$ cat src/rtl/reset_pkg.sv
// Shared types and constants for the reset sequencer: FSM states and cause-register bit indices.
package reset_pkg;

  typedef enum logic [1:0] {
    ST_HOLD    = 2'd0,
    ST_STAGGER = 2'd1,
    ST_RUN     = 2'd2
  } state_e;

  localparam int unsigned CAUSE_W    = 4;
  localparam int unsigned CAUSE_POR  = 0;
  localparam int unsigned CAUSE_WDT  = 1;
  localparam int unsigned CAUSE_TRAP = 2;
  localparam int unsigned CAUSE_SOFT = 3;

endpackage

$ cat src/rtl/reset_cause_reg.sv
// Reset-cause register: restart/accumulate on reset requests, write-1-to-clear from the I/O bus,
// with a set in the same cycle taking priority over a clear of the same bit.
module reset_cause_reg
  import reset_pkg::*;
(
  input  logic               clk,
  input  logic               rst_n,
  input  logic               restart,
  input  logic [CAUSE_W-1:0] set_bits,
  input  logic               clear_en,
  input  logic [CAUSE_W-1:0] clear_mask,
  output logic [7:0]         cause_out
);

  localparam logic [CAUSE_W-1:0] CAUSE_RST = CAUSE_W'(1) << CAUSE_POR;

  logic [CAUSE_W-1:0] cause_q;
  logic [CAUSE_W-1:0] cause_d;

  // Clear first, then wipe on a fresh sequence, then apply sets so sets always win.
  always_comb begin
    cause_d = cause_q;
    if (clear_en) begin
      cause_d = cause_d & ~clear_mask;
    end
    if (restart) begin
      cause_d = '0;
    end
    cause_d = cause_d | set_bits;
  end

  always_ff @(posedge clk) begin
    if (!rst_n) begin
      cause_q <= CAUSE_RST;
    end else begin
      cause_q <= cause_d;
    end
  end

  assign cause_out = {(8 - CAUSE_W)'(0), cause_q};

endmodule

$ cat src/rtl/reset_sequencer.sv
// Reset sequencer: stretches watchdog/software reset requests, then releases the peripheral
// reset and, after a stagger, the CPU reset; records the cause of the latest reset.
module reset_sequencer
  import reset_pkg::*;
#(
  parameter int unsigned HOLD_CYCLES    = 16,
  parameter int unsigned STAGGER_CYCLES = 8,
  parameter int unsigned CNT_W          = 8
) (
  input  logic       clk,
  input  logic       power_on_reset_n,
  input  logic       reset_req,
  input  logic [1:0] cause_in,
  input  logic       soft_write,
  input  logic [7:0] soft_data,
  input  logic       clear_write,
  input  logic [7:0] clear_data,
  output logic       periph_reset,
  output logic       cpu_reset,
  output logic       busy,
  output logic [7:0] cause_out
);

  localparam logic [CNT_W-1:0] HOLD_LAST    = CNT_W'(HOLD_CYCLES - 1);
  localparam logic [CNT_W-1:0] STAGGER_LAST = CNT_W'(STAGGER_CYCLES - 1);

  state_e             state_q, state_d;
  logic [CNT_W-1:0]   cnt_q, cnt_d;
  logic               periph_reset_q, periph_reset_d;
  logic               cpu_reset_q, cpu_reset_d;
  logic               busy_q, busy_d;

  logic               soft_req;
  logic               req;
  logic               restart;
  logic [CAUSE_W-1:0] set_bits;
  logic               unused_data_bits;

  assign soft_req         = soft_write & soft_data[0];
  assign req              = reset_req | soft_req;
  assign restart          = req & (state_q != ST_HOLD);
  assign unused_data_bits = ^{soft_data[7:1], clear_data[7:4]};

  // New cause bits; a watchdog request with no type bits is a forwarded power-on reset.
  always_comb begin
    set_bits             = '0;
    set_bits[CAUSE_POR]  = reset_req & (cause_in == 2'b00);
    set_bits[CAUSE_WDT]  = reset_req & cause_in[0];
    set_bits[CAUSE_TRAP] = reset_req & cause_in[1];
    set_bits[CAUSE_SOFT] = soft_req;
  end

  // Next state, counter and registered output decode.
  always_comb begin
    state_d = state_q;
    cnt_d   = cnt_q;
    unique case (state_q)
      ST_HOLD: begin
        if (req) begin
          cnt_d = '0;
        end else if (cnt_q == HOLD_LAST) begin
          state_d = ST_STAGGER;
          cnt_d   = '0;
        end else begin
          cnt_d = cnt_q + CNT_W'(1);
        end
      end
      ST_STAGGER: begin
        if (req) begin
          state_d = ST_HOLD;
          cnt_d   = '0;
        end else if (cnt_q == STAGGER_LAST) begin
          state_d = ST_RUN;
          cnt_d   = '0;
        end else begin
          cnt_d = cnt_q + CNT_W'(1);
        end
      end
      ST_RUN: begin
        if (req) begin
          state_d = ST_HOLD;
          cnt_d   = '0;
        end
      end
      default: begin
        state_d = ST_HOLD;
        cnt_d   = '0;
      end
    endcase
    periph_reset_d = (state_d == ST_HOLD);
    cpu_reset_d    = (state_d != ST_RUN);
    busy_d         = (state_d != ST_RUN);
  end

  always_ff @(posedge clk) begin
    if (!power_on_reset_n) begin
      state_q        <= ST_HOLD;
      cnt_q          <= '0;
      periph_reset_q <= 1'b1;
      cpu_reset_q    <= 1'b1;
      busy_q         <= 1'b1;
    end else begin
      state_q        <= state_d;
      cnt_q          <= cnt_d;
      periph_reset_q <= periph_reset_d;
      cpu_reset_q    <= cpu_reset_d;
      busy_q         <= busy_d;
    end
  end

  assign periph_reset = periph_reset_q;
  assign cpu_reset    = cpu_reset_q;
  assign busy         = busy_q;

  reset_cause_reg u_cause (
    .clk        (clk),
    .rst_n      (power_on_reset_n),
    .restart    (restart),
    .set_bits   (set_bits),
    .clear_en   (clear_write),
    .clear_mask (clear_data[CAUSE_W-1:0]),
    .cause_out  (cause_out)
  );

endmodule

$ cat config.mk
export PLATFORM = sky130hd
export DESIGN_NAME = reset_sequencer
export DESIGN_NICKNAME = d
export VERILOG_FILES = /design/src/rtl/reset_pkg.sv /design/src/rtl/reset_cause_reg.sv /design/src/rtl/reset_sequencer.sv
export SDC_FILE = /design/constraint.sdc
export NUM_CORES = 1
export LEC_CHECK = 0
export BUFFER_PORTS_ARGS = -buffer_cell sky130_fd_sc_hd__buf_2
export CAP_MARGIN = 20
export CORE_ASPECT_RATIO = 0.75
export CORE_UTILIZATION = 46
export CTS_CLUSTER_DIAMETER = 80
export DETAILED_ROUTE_END_ITERATION = 12
export PLACE_DENSITY = 0.77
export SLEW_MARGIN = 20
export SYNTH_ARGS = -nofsm -noshare
export SYNTH_HDL_FRONTEND = slang
export SYNTH_SLANG_ARGS = --single-unit
$ cat constraint.sdc
create_clock -name clk -period 1.7 [get_ports clk]
set_clock_uncertainty 0.2 [all_clocks]
set_input_delay 0.425 -clock clk [delete_from_list [all_inputs] [get_ports clk]]
set_output_delay 0.425 -clock clk [all_outputs]
set_load 0.005 [all_outputs]
### Word-level counts from Yosys, hierarchy flattened

Index checks and enable logic that the tools add are counted.

| word-level totals | value |
|---|---|
| register bits after elaboration | 16 |
| latch bits | 0 |
| bits in writable memories | 0 |
| bits in read-only memories | 0 |
| input bits | 23 |
| output and inout bits | 11 |
| word-level logic and storage cells | 39 |
| memories | 0 |

| operators by class | value |
|---|---|
| add/subtract/negate cells | 1 |
| multiply operators | 0 |
| div/mod/pow operators | 0 |
| magnitude comparators | 0 |
| eq/ne operators | 6 |
| shift-type cells | 0 |
| muxes and demuxes | 14 |
| bitwise operators | 9 |
| reductions and logical operators | 4 |

Operators with widths:

| kind | count |
|---|---|
| 2-to-1 mux 8 bit | 5 |
| one-hot mux 8 bit (3 select lines) | 1 |
| 2-to-1 mux 2 bit | 5 |
| adder 8 x 1 -> 8 bit, second input constant | 1 |
| equality test 8 x 3 -> 1 bit, second input constant | 1 |
| equality test 8 x 4 -> 1 bit, second input constant | 1 |
| 2-to-1 mux 4 bit | 2 |
| zero test 2 bit | 3 |
| one-hot mux 2 bit (3 select lines) | 1 |
| bitwise AND 1 bit | 5 |
| bitwise AND 4 bit | 1 |
| inequality test 2 bit, second input constant | 2 |
| inverter 4 bit | 1 |
| bitwise OR 4 bit | 1 |
| equality test 2 x 1 -> 1 bit, second input constant | 1 |
| equality test 2 bit, second input constant | 1 |
| nonzero test 2 bit | 1 |
| bitwise OR 1 bit | 1 |

### Longest topological paths before layout

Gate-level depths: netlist of run 1.

| depth | value |
|---|---|
| word-level depth | 5 |
| mapped depth | 5 |
| mapped depth without buffers | 5 |

### Modules after synthesis

Synthesis of run 1 repeated with hierarchy kept, for this count alone.

| unflattened totals | value |
|---|---|
| cells, all modules | 97 |
| area total of the unflattened synthesis | 843.3 µm² |

Modules (own cells, without submodules):

| module | instances | cells an instance | area each (µm²) | sequential area each (µm²) |
|---|---|---|---|---|
| reset_sequencer | 1 | 76 | 654.4 | 240.2 |
| reset_cause_reg | 1 | 21 | 188.9 | 80.1 |

### Least setup slack after synthesis of run 1

Ideal clock, no wire load.

| path | value |
|---|---|
| path type | reg2reg |
| from | reg cnt_q[0] |
| to | reg cnt_q[4] |
| setup time | 70 ps |
| arrival time | 1228 ps |
| required time | 1430 ps |
| slack | 202 ps |
| cell stages (with the launch flop) | 6 |
| path buffers | 0 |
| clock period less this slack | 1498 ps |
| cell sequence | dfxtp_1 > ha_1 > nor2b_1 > and3_1 > o32ai_1 > o2bb2ai_1 |

| on the way | value |
|---|---|
| cells in the longest elaborated chain, start to end | 4 |
| elaborated cells on any way between the ends | 8 |
| classes of those cells | 1 x add/sub; 2 x eq/ne; 5 x mux |

Ends and longest elaborated chain:

| what | RTL line | RTL |
|---|---|---|
| from (decl) | reset_sequencer.sv:28 | `logic [CNT_W-1:0] cnt_q, cnt_d;` |
| from (signal assigned) | reset_sequencer.sv:104 | `cnt_q <= cnt_d;` |
| adder 8 x 1 -> 8 bit (tied with other cells) | reset_sequencer.sv:65, reset_sequencer.sv:76 |  |
| 2-to-1 mux 8 bit, on equally long branches | reset_sequencer.sv:72, reset_sequencer.sv:61 |  |
| 2-to-1 mux 8 bit, on equally long branches | reset_sequencer.sv:69, reset_sequencer.sv:59 |  |
| one-hot mux 8 bit (3 select lines) * | reset_sequencer.sv:57 | `unique case (state_q)` |

Every way passes the cells marked *; elsewhere a longest branch is shown, timed or not.
A chain may end at the register's enable or synchronous reset.

### Worst setup path after layout of run 1

Ends and elaborated chain as after synthesis.

==> results of run 1 <==
Yosys cell counts:
cell        n  share of area, %
a21oi_1     4               2.4
a21o_1      1              0.90
nor4bb_1    2               2.4
o21ai_0     1              0.60
nor3_1      1              0.60
and3_1      2               1.5
nand2b_1    2               1.5
nor3b_1     1              0.90
nand3b_1    1              0.90
nand2_1     9               4.0
buf_2       3               1.8
a22oi_1     1              0.90
or2_1       1              0.75
dfxtp_1    16                38
xor2_1      3               3.1
o21bai_1    1              0.90
nand3_1     5               3.0
nand4_1     1              0.75
o32ai_1     1               1.0
conb_1      1              0.45
a21oi_2     1               1.0
a211o_1     3               3.1
a31oi_1     1              0.75
o2bb2ai_1   3               3.1
inv_1       1              0.45
nor4_1      2               1.5
ha_1        1               1.5
a32oi_1     3               3.1
mux2i_1     1               1.2
nor2b_1     4               3.0
and2_1      1              0.75
a2bb2oi_1   2               2.1
buf_4       6               5.4
nor4b_2     1               1.8
nor2_1      7               3.1
and4_1      1               1.0
state kept, by name (all words and copies together), names as in the netlist:
name / count
state_q: 2
u_cause.cause_q: 4
periph_reset: 1
cnt_q: 8
busy: 1
final timing paths:
path / depth (start not counted) / from / to
setup reg to reg: 5 / cnt_q[0] / cnt_q[4]
hold reg to reg: 2 / u_cause.cause_q[0] / u_cause.cause_q[0]
hold / removal: 2 / power_on_reset_n / u_cause.cause_q[0]
setup / recovery: 5 / cnt_q[0] / cnt_q[4]
layer usage:
layer	global-route usage, %	vias to the layer above	share of wire, %
met5	0	-	0
met4	7.64	0	0.46
met3	7.06	2	4.7
met2	27.3	15	44
met1	26.5	345	51
li1	-	378	-
cell type report:
| type | instances | area, µm² |
|---|---|---|
| Clock buffer | 4 | 36.3 |
| Fill cell | 152 | 601 |
| Inverter | 1 | 3.75 |
| Multi-Input combinational cell | 72 | 483 |
| Sequential cell | 16 | 322 |
| Tap cell | 21 | 26.3 |
| Timing Repair Buffer | 22 | 120 |
logic make-up after synthesis:
| family | after synthesis |
|---|---|
| AO/OA/AOI/OAI | 22 |
| other | 1 |
| XOR/XNOR | 3 |
| adder cells (fa/ha/maj) | 1 |
| AND/OR/NAND/NOR | 41 |
| multiplexers | 1 |
| buffers and inverters | 10 |
| flip-flops | 16 |
power groups by stage:
stage | registers, mW | clock network, mW | logic, mW
CTS | 0.389 | 0.260 | 0.0648
floorplan | 0.398 | 0 | 0.0408
finish | 0.390 | 0.250 | 0.0678
detailed placement | 0.398 | 0 | 0.0643
global placement | 0.398 | 0 | 0.0627
global route | 0.391 | 0.275 | 0.0747
through the flow:
step                worst slack, ps  utilization [%]  std cells  hold WS, ps  area, µm²
floorplan                       202                -         98          278        846
global placement               93.4             58.6        132          275        932
CTS                            12.9             60.8        136          162        968
global route                   6.52             62.3        136          160        991
detailed placement             39.1             58.6        132          288        932
finish                          101             62.3        136          171        991
critical path: cells and delay by family (launching register included):
family	cells	cell delay [ps]
adders and majority gates	1	200
AOI/OAI and AO/OA	2	420
DFF	1	360
and+or+nand+nor	2	360
==> results.md, run 1 <==
- Status: complete, no violations
- Setup_tns: 0 ps
- Most common cell after layout, fill and taps aside: buf_2
- Sequential area share after synthesis: between 30% and 40%
- Die footprint: 0.00199 mm²
- Min Tclk post-route: 1600 ps
- Final setup viols: 0
- Fin nets: between 100 and 150
- Largest net degree at the start of global routing: 14
- Syn Inst Count: 95
- Sw Share: around 22%
- Total leakage power: between 0.4 and 0.5 nW
- CP Class: flop to flop
- Fin crit share: between 90% and 100%
- Clk pwr share: 35.4%
- Req. time, crit path: around 1700 ps
- CTS tree: done
- CTS Buf Count: 3
- CP max stage delay: ~360 ps
- Chip height: slightly below 40 µm
- Post-DP HPWL: around 1.3 mm
- CTS Hold Buffers Added: 0
- RSZ-0062 raised after global routing: false
- Final WL: 1.75 mm
- Post-Synth Adder-Cell Area: 1.50%
- Hold/Removal Path Class: input pin to flop
- # clock sinks: 16
- Pint: approximately 550 µW
- Initial core utilization: between 50% and 60%
- Via count: 740
- Setup Buffers After CTS: 0
- Worst-Skew Late Latency: 290 ps
- # resized after CTS: 0
- H-tree levels: 1
- Initial antenna violation count: 0
- Worst IR Drop VDD: ~0.00055 V
- Gpl congestion: 0.854
- MaxCap Viol Count: 0
- Simple-Gate Fraction of Synth Area: 27.6%
- Psw: between 150 and 200 µW
- Seq pwr share: a little under three fifths
- TritonRoute pass-1 iters: 4
- Flop2flop setup slack: ~100 ps
- CP max-delay cell: dfxtp_2
- F_max: ~630 MHz
- Root Driver: clkbuf_4
- Total power: between 700 and 800 µW
- Flops & latches, synth: 16
- Synthesized area: between 800 and 900 µm²
- Max FO, Critical Path: 6
- Std cell rows: 12
- Synth Area in Compound Gates: between 20% and 30%
- Post-synthesis mux area share: 1.20%
- GRT Total Usage: about a fifth
- Area Overhead vs Synth: 18.7%
- Mapped Avg Cell Area: 8.78 µm²
- Gate power share: about a tenth
- Global-route wire length before repair: roughly 2.7 mm
- Distinct cell type count after synthesis: 36
- Vias in the first global route: between 600 and 700
- Max-slew violations: 0
- Largest family of logic cells by synthesized area: simple AND/OR/NAND/NOR gates
- Clk buf depth: 2
- Port Buf Inserts: 18
- Remaining DRCs: 0
- CP arrival: approximately 1600 ps
- Antenna viol nets, final: 0
- I/O pins: 34
- Die width: between 50 and 60 µm
- CTS clk-pin slew, worst paths: about 90 ps
- WL/cell: 12.8 µm
- Crit path cell chain: ha_2 -> nor2b_2 -> and3_1 -> o32ai_2 -> o2bb2ai_1
- Synth Area in XOR/XNOR: approximately 3.1%
- Number of DRC markers in iteration 0: 20
- Most frequent cells in the layout: buf_2 (18), dfxtp_1 (15), nand2_1 (9)
- CP startpoint kind: flop
- P per Cell Area: approximately 710 mW/mm²
- YS warnings: 0
- Hold Vio Cnt, Final: 0
- # diodes: 0
- Share of post-route cells with drive strength above 1: 29.6%
- Core area: between 0.0015 and 0.002 mm²
- Crit path capture type: flop
- Total grt overflow: 0
- Via density: 5.44
Power figures use the tool's default switching activity.
==> inputs of run 2 (changes only) <==
--- a/config.mk
+++ b/config.mk
@@ -5,13 +5,12 @@
 export SDC_FILE = /design/constraint.sdc
 export NUM_CORES = 1
 export LEC_CHECK = 0
-export BUFFER_PORTS_ARGS = -buffer_cell sky130_fd_sc_hd__buf_2
 export CAP_MARGIN = 20
-export CORE_ASPECT_RATIO = 0.75
-export CORE_UTILIZATION = 46
+export CORE_UTILIZATION = 59
 export CTS_CLUSTER_DIAMETER = 80
 export DETAILED_ROUTE_END_ITERATION = 12
-export PLACE_DENSITY = 0.77
+export DONT_BUFFER_PORTS = 1
+export PLACE_DENSITY = 0.75
 export SLEW_MARGIN = 20
 export SYNTH_ARGS = -nofsm -noshare
 export SYNTH_HDL_FRONTEND = slang
==> results.md, run 2 (synthesis gave the netlist of run 1 again) <==
- Total power: 684 µW (-3.3%)
- Via count: 703 (-5.0%)
- Top flop regs: cnt_q (8), u_cause.cause_q (4), state_q (2)
- Largest net degree at the start of global routing: 11 (-3)
- Die width: 39.6 µm (-23%)
- Final setup viols: 0 (unchanged)
- Antenna viol nets, final: 0 (unchanged)
- Die footprint: 0.00157 mm² (-21%)
- Initial antenna violation count: 0 (unchanged)
- Clk pwr share: 36.1% (+0.7 points)
- PnR worst setup slack: 59.0 ps (-42.3 ps)
- Setup Buffers After CTS: 0 (unchanged)
- Crit path capture type: flop
- Total leakage power: 0.362 nW (-15%)
- Post-DP HPWL: 1.11 mm (-15%)
- H-tree levels: 1 (unchanged)
- CP startpoint kind: flop
- WL/cell: 14.7 µm (+14%)
- Fillcell total: 115 (-24%)
- MaxCap Viol Count: 0 (unchanged)
- # clock sinks: 16 (unchanged)
- Psw: 146 µW (-8.2%)
- Hold Vio Cnt, Final: 0 (unchanged)
- Pint: 538 µW (-1.9%)
- Worst IR Drop VDD: 0.000536 V (-2.6%)
- Flop2flop setup slack: 60 ps (-40 ps)
- Most common cell after layout, fill and taps aside: dfxtp_1
- Depth of the worst register-to-register path: 5 (unchanged)
- Share of post-route cells with drive strength above 1: 14.3% (-15 points)
- Most frequent cells in the layout: dfxtp_1 (14), nand2_1 (9), nor2_1 (7)
- Clk buf depth: 2 (unchanged)
- R2r endpoint: cnt_q[4]
- Gpl congestion: 0.757 (-11%)
- Worst-Skew Late Latency: 280 ps (about the same)
- Seq pwr share: 57.2% (+2.1 points)
- Port Buf Inserts: 0 (-18)
- Std cell rows: 13 (+1)
- TritonRoute pass-1 iters: 6 (+2)
- CP endpoint: cnt_q[4]
- F_max: 609 MHz (-2.6%)
- I/O pins: 34 (unchanged)
- CTS tree: done
- Max FFs per register: 8 (unchanged)
- Gate power share: 6.8% (-2.8 points)
- Area Overhead vs Synth: 8.10%
- CTS clk-pin slew, worst paths: 90 ps (about the same)
- Status: complete, no violations
- Max-slew violations: 0 (unchanged)
- Remaining DRCs: 0 (unchanged)
- CP arrival: 1650 ps (+30 ps)
- Placed Area: 835 µm² (-10%)
- Setup_tns: 0 ps (unchanged)
- Fin nets: 123 (-12%)
- Initial core utilization: 64.1% (+12 points)
- Fin crit share: 96.5% (+2.5 points)
- Total grt overflow: 0 (unchanged)
- CP Class: flop to flop
- Vias in the first global route: 537 (-17%)
- Min Tclk post-route: 1640 ps (+42.3 ps)
- Final WL: 1.66 mm (-5.0%)
- Min-delay src: reset_req
- Post-layout instance area: 902 µm² (-9.0%)
- # diodes: 0 (unchanged)
- Root Driver: clkbuf_4
- Final core utilization: 69.3% (+7.1 points)
- GRT Total Usage: 22.1% (+2.7 points)
- Chip height: 39.6 µm (+1.9%)
- Via density: 6.22 (+14%)
- Max FO, Critical Path: 4 (-2)
- CTS Buf Count: 3 (unchanged)
- CP startpoint: cnt_q[0]
- Core area: 0.00130 mm² (-18%)
- Global-route wire length before repair: 2.26 mm (-16%)
- Place WS: 93.2 ps (+54.0 ps)
- Sw Share: 21.3% (-1.1 points)
- Hold/Removal Path Class: input pin to flop
- Req. time, crit path: 1710 ps (about the same)
- Worst r2r src: cnt_q[0]
- Largest reg by FF count: cnt_q
- Number of DRC markers in iteration 0: 9 (-55%)
- P per Cell Area: 758 mW/mm² (+6.2%)
==> run 2: routing by layer <==
layer / up-vias / wire length (µm) / track usage [%]
li1: 352 / - / -
met5: - / 0 / 0
met4: 0 / 23 / 10.3
met2: 23 / 816 / 34.4
met1: 326 / 744 / 28.4
met3: 2 / 76 / 5.11
==> run 2: worst min-delay path by stage <==
stage / end / slack [ps] / depth (start not counted)
floorplan: u_cause.cause_q[0] / 280 / 2
global placement: u_cause.cause_q[0] / 290 / 2
detailed placement: u_cause.cause_q[0] / 290 / 2
CTS: u_cause.cause_q[0] / 1 / 1
global route: u_cause.cause_q[2] / 60 / 1
finish: u_cause.cause_q[0] / 60 / 2
==> run 2: per-stage QoR <==
step / hold WS [ps] / instances
after floorplan: 278 / 98
after global placement: 295 / 108
after detailed placement: 293 / 108
after CTS: 0.972 / 112
after global routing: 61.3 / 113
final: 60.0 / 113
==> run 2: cell type report <==
cell class / instances / area (µm²) / share of cell area (%)
sequential: 16 / 323 / 35.8
tap: 15 / 18.8 / 2.08
clock buffer: 4 / 36.3 / 4.02
timing repair buffer: 5 / 40.0 / 4.44
inverter: 1 / 3.75 / 0.416
multi-input combinational: 72 / 480 / 53.3
==> run 2: timing repair <==
action	in CTS	in global routing
hold buffers	0	1
resized for setup	0	5
setup endpoints to repair	0	7
endpoints found under the hold margin	0	1
==> run 2: worst max-delay path, cell delays in order, from the launching register on <==
cell	delay [ps]
dfxtp_2	350
ha_1	240
nor2b_2	180
and3_1	200
o32ai_2	260
o2bb2ai_1	140
==> run 2: power groups by stage <==
stage	Combinational (mW)	Sequential, mW	Clock (mW)
6_report	0.0462	0.391	0.247
4_1_cts	0.0424	0.390	0.258
3_3_place_gp	0.0411	0.399	0
2_1_floorplan	0.0408	0.398	0
3_5_place_dp	0.0420	0.399	0
5_1_grt	0.0519	0.393	0.271
==> inputs of run 3 (changes only) <==
--- a/config.mk
+++ b/config.mk
@@ -10,7 +10,7 @@
 export CTS_CLUSTER_DIAMETER = 80
 export DETAILED_ROUTE_END_ITERATION = 12
 export DONT_BUFFER_PORTS = 1
-export PLACE_DENSITY = 0.75
+export PLACE_DENSITY = 0.73
 export SLEW_MARGIN = 20
 export SYNTH_ARGS = -nofsm -noshare
 export SYNTH_HDL_FRONTEND = slang
==> results.md, run 3 (synthesis gave the netlist of run 1 again) <==
- Remaining DRCs: 0 (unchanged)
- Total leakage power: 0.361 nW (-0.33%)
- CP endpoint: cnt_q[4]
- Std cell rows: 13 (unchanged)
- Min Tclk post-route: 1600 ps (-37.0 ps)
- Root Driver: clkbuf_4
- Port Buf Inserts: 0 (unchanged)
- Place WS: 119 ps (+26.3 ps)
- Depth of the worst register-to-register path: 5 (unchanged)
- CP arrival: 1620 ps (-30 ps)
- Largest reg by FF count: cnt_q
- Worst r2r src: cnt_q[0]
- CP startpoint: cnt_q[0]
- Fin crit share: 94.3% (-2.2 points)
- Flop2flop setup slack: 100 ps (+40 ps)
- CP Class: flop to flop
- Total grt overflow: 0 (unchanged)
- CP max-delay cell: dfxtp_1
- Global-route wire length before repair: 2.23 mm (-1.5%)
- Max FFs per register: 8 (unchanged)
- R2r endpoint: cnt_q[4]
- Via count: 685 (-2.6%)
- P per Cell Area: 762 mW/mm² (+0.49%)
- H-tree levels: 1 (unchanged)
- Crit path cell chain: ha_2 -> nor2b_2 -> and3_1 -> o32ai_1 -> o2bb2ai_1
- Cell family contributing the most delay on the critical path: compound AO/OA/AOI/OAI gates
- Total power: 682 µW (-0.34%)
- Number of DRC markers in iteration 0: 15 (+6)
- Gpl congestion: 0.788 (+4.0%)
- Worst-Skew Late Latency: 280 ps (about the same)
- # diodes: 0 (unchanged)
- Share of post-route cells with drive strength above 1: 14.1% (-0.14 points)
- Antenna viol nets, final: 0 (unchanged)
- CTS clk-pin slew, worst paths: 90 ps (about the same)
- CP startpoint kind: flop
- Hold slack: 69.5 ps (+9.53 ps)
- I/O pins: 34 (unchanged)
- Most frequent cells in the layout: dfxtp_1 (15), nand2_1 (9), nor2_1 (7)
- MaxCap Viol Count: 0 (unchanged)
- Critical path depth: 5 (unchanged)
- Chip height: 39.6 µm (unchanged)
- Hold/Removal Path Class: input pin to flop
- Top Layer Used: met4
- GRT Total Usage: 21.2% (-0.95 points)
- Core area: 0.00130 mm² (unchanged)
- Max-slew violations: 0 (unchanged)
- Initial antenna violation count: 0 (unchanged)
- Top flop regs: cnt_q (8), u_cause.cause_q (4), state_q (2)
- Max FO, Critical Path: 4 (unchanged)
- CTS Buf Count: 3 (unchanged)
- Setup Buffers After CTS: 0 (unchanged)
- WL met2: 684 µm (-16%)
- PnR worst setup slack: 96.1 ps (+37.0 ps)
- Clk buf depth: 2 (unchanged)
- Vias in the first global route: 544 (+1.3%)
- Metal-1 WL: 702 µm (-5.6%)
- Largest net degree at the start of global routing: 11 (unchanged)
- Die width: 39.6 µm (unchanged)
- Routed wl met3: 79 µm (+3.9%)
- Most common cell after layout, fill and taps aside: dfxtp_1
- WL/cell: 13.0 µm (-12%)
- F_max: 623 MHz (+2.3%)
- Final setup viols: 0 (unchanged)
- Final WL: 1.48 mm (-11%)
- Die footprint: 0.00157 mm² (unchanged)
- Via density: 6.01 (-3.4%)
- Status: complete, no violations
- CP max stage delay: 350 ps (about the same)
- Buf+Inv Stages, Crit Path: 0 (unchanged)
- CTS tree: done
- Crit path capture type: flop
- Initial core utilization: 64.1% (unchanged)
- Post-DP HPWL: 1.06 mm (-4.4%)
- # clock sinks: 16 (unchanged)
- Worst IR Drop VDD: 0.000422 V (-21%)
- Area Overhead vs Synth: 7.20%
- TritonRoute pass-1 iters: 4 (-2)
- Hold Vio Cnt, Final: 0 (unchanged)
- Fin nets: 124 (+0.81%)
- Req. time, crit path: 1720 ps (about the same)
## run 3: changes by cell type in the layout (fill, tap and decap cells not counted)
cell     previous run  this run
ha_2                0         1
buf_4               4         5
nor4b_2             0         1
nor4b_4             1         0
dfxtp_2             2         1
ha_1                1         0
o32ai_1             0         1
o32ai_2             1         0
dfxtp_1            14        15
## run 3: power by group
group / internal, mW / switching (mW)
logic: 0.0233 / 0.0221
clock network: 0.130 / 0.116
registers: 0.384 / 0.00683
## run 3: how the worst min path moves through the flow
stage                            start                 end  slack [ps]  depth (start not counted)
floorplan           u_cause.cause_q[0]  u_cause.cause_q[0]         280                          2
detailed placement  u_cause.cause_q[0]  u_cause.cause_q[0]         300                          2
CTS                   power_on_reset_n  u_cause.cause_q[0]           5                          1
global placement    u_cause.cause_q[0]  u_cause.cause_q[0]         290                          2
global route                 reset_req  u_cause.cause_q[0]          60                          2
finish                       reset_req  u_cause.cause_q[0]          70                          2
## run 3: repair_timing
item,CTS,global route
resized for setup,0,3
setup endpoints to repair,0,4
hold buffers,0,1
hold endpoints to repair,0,1
## run 3: layer usage
metal | vias up | global-route usage, %
met5 | - | 0
li1 | 354 | -
met2 | 22 | 32.0
met4 | 0 | 10.3
met1 | 307 | 28.7
met3 | 2 | 3.41
## run 3: final cells by class
class / instances / area [µm²]
fill: 116 / 407
tap: 15 / 18.8
timing repair buffer: 6 / 47.5
multi-input combinational: 72 / 467
inverter: 1 / 3.75
clock buffer: 4 / 36.3
sequential: 16 / 322
## run 3: metrics by stage
| step | setup TNS [ps] | std cells | area [µm²] | utilization (%) |
|---|---|---|---|---|
| global route | -15.4 | 114 | 895 | 68.8 |
| floorplan | 0 | 98 | 846 | - |
| detailed placement | 0 | 109 | 842 | 64.7 |
| global placement | 0 | 109 | 842 | 64.7 |
| CTS | 0 | 113 | 878 | 67.5 |
| finish | 0 | 114 | 895 | 68.8 |
## run 3: worst register-to-register path, stage by stage (launching register included)
cell and delay (ps):
dfxtp_1 350, ha_2 210, nor2b_2 170, and3_1 200, o32ai_1 280, o2bb2ai_1 140
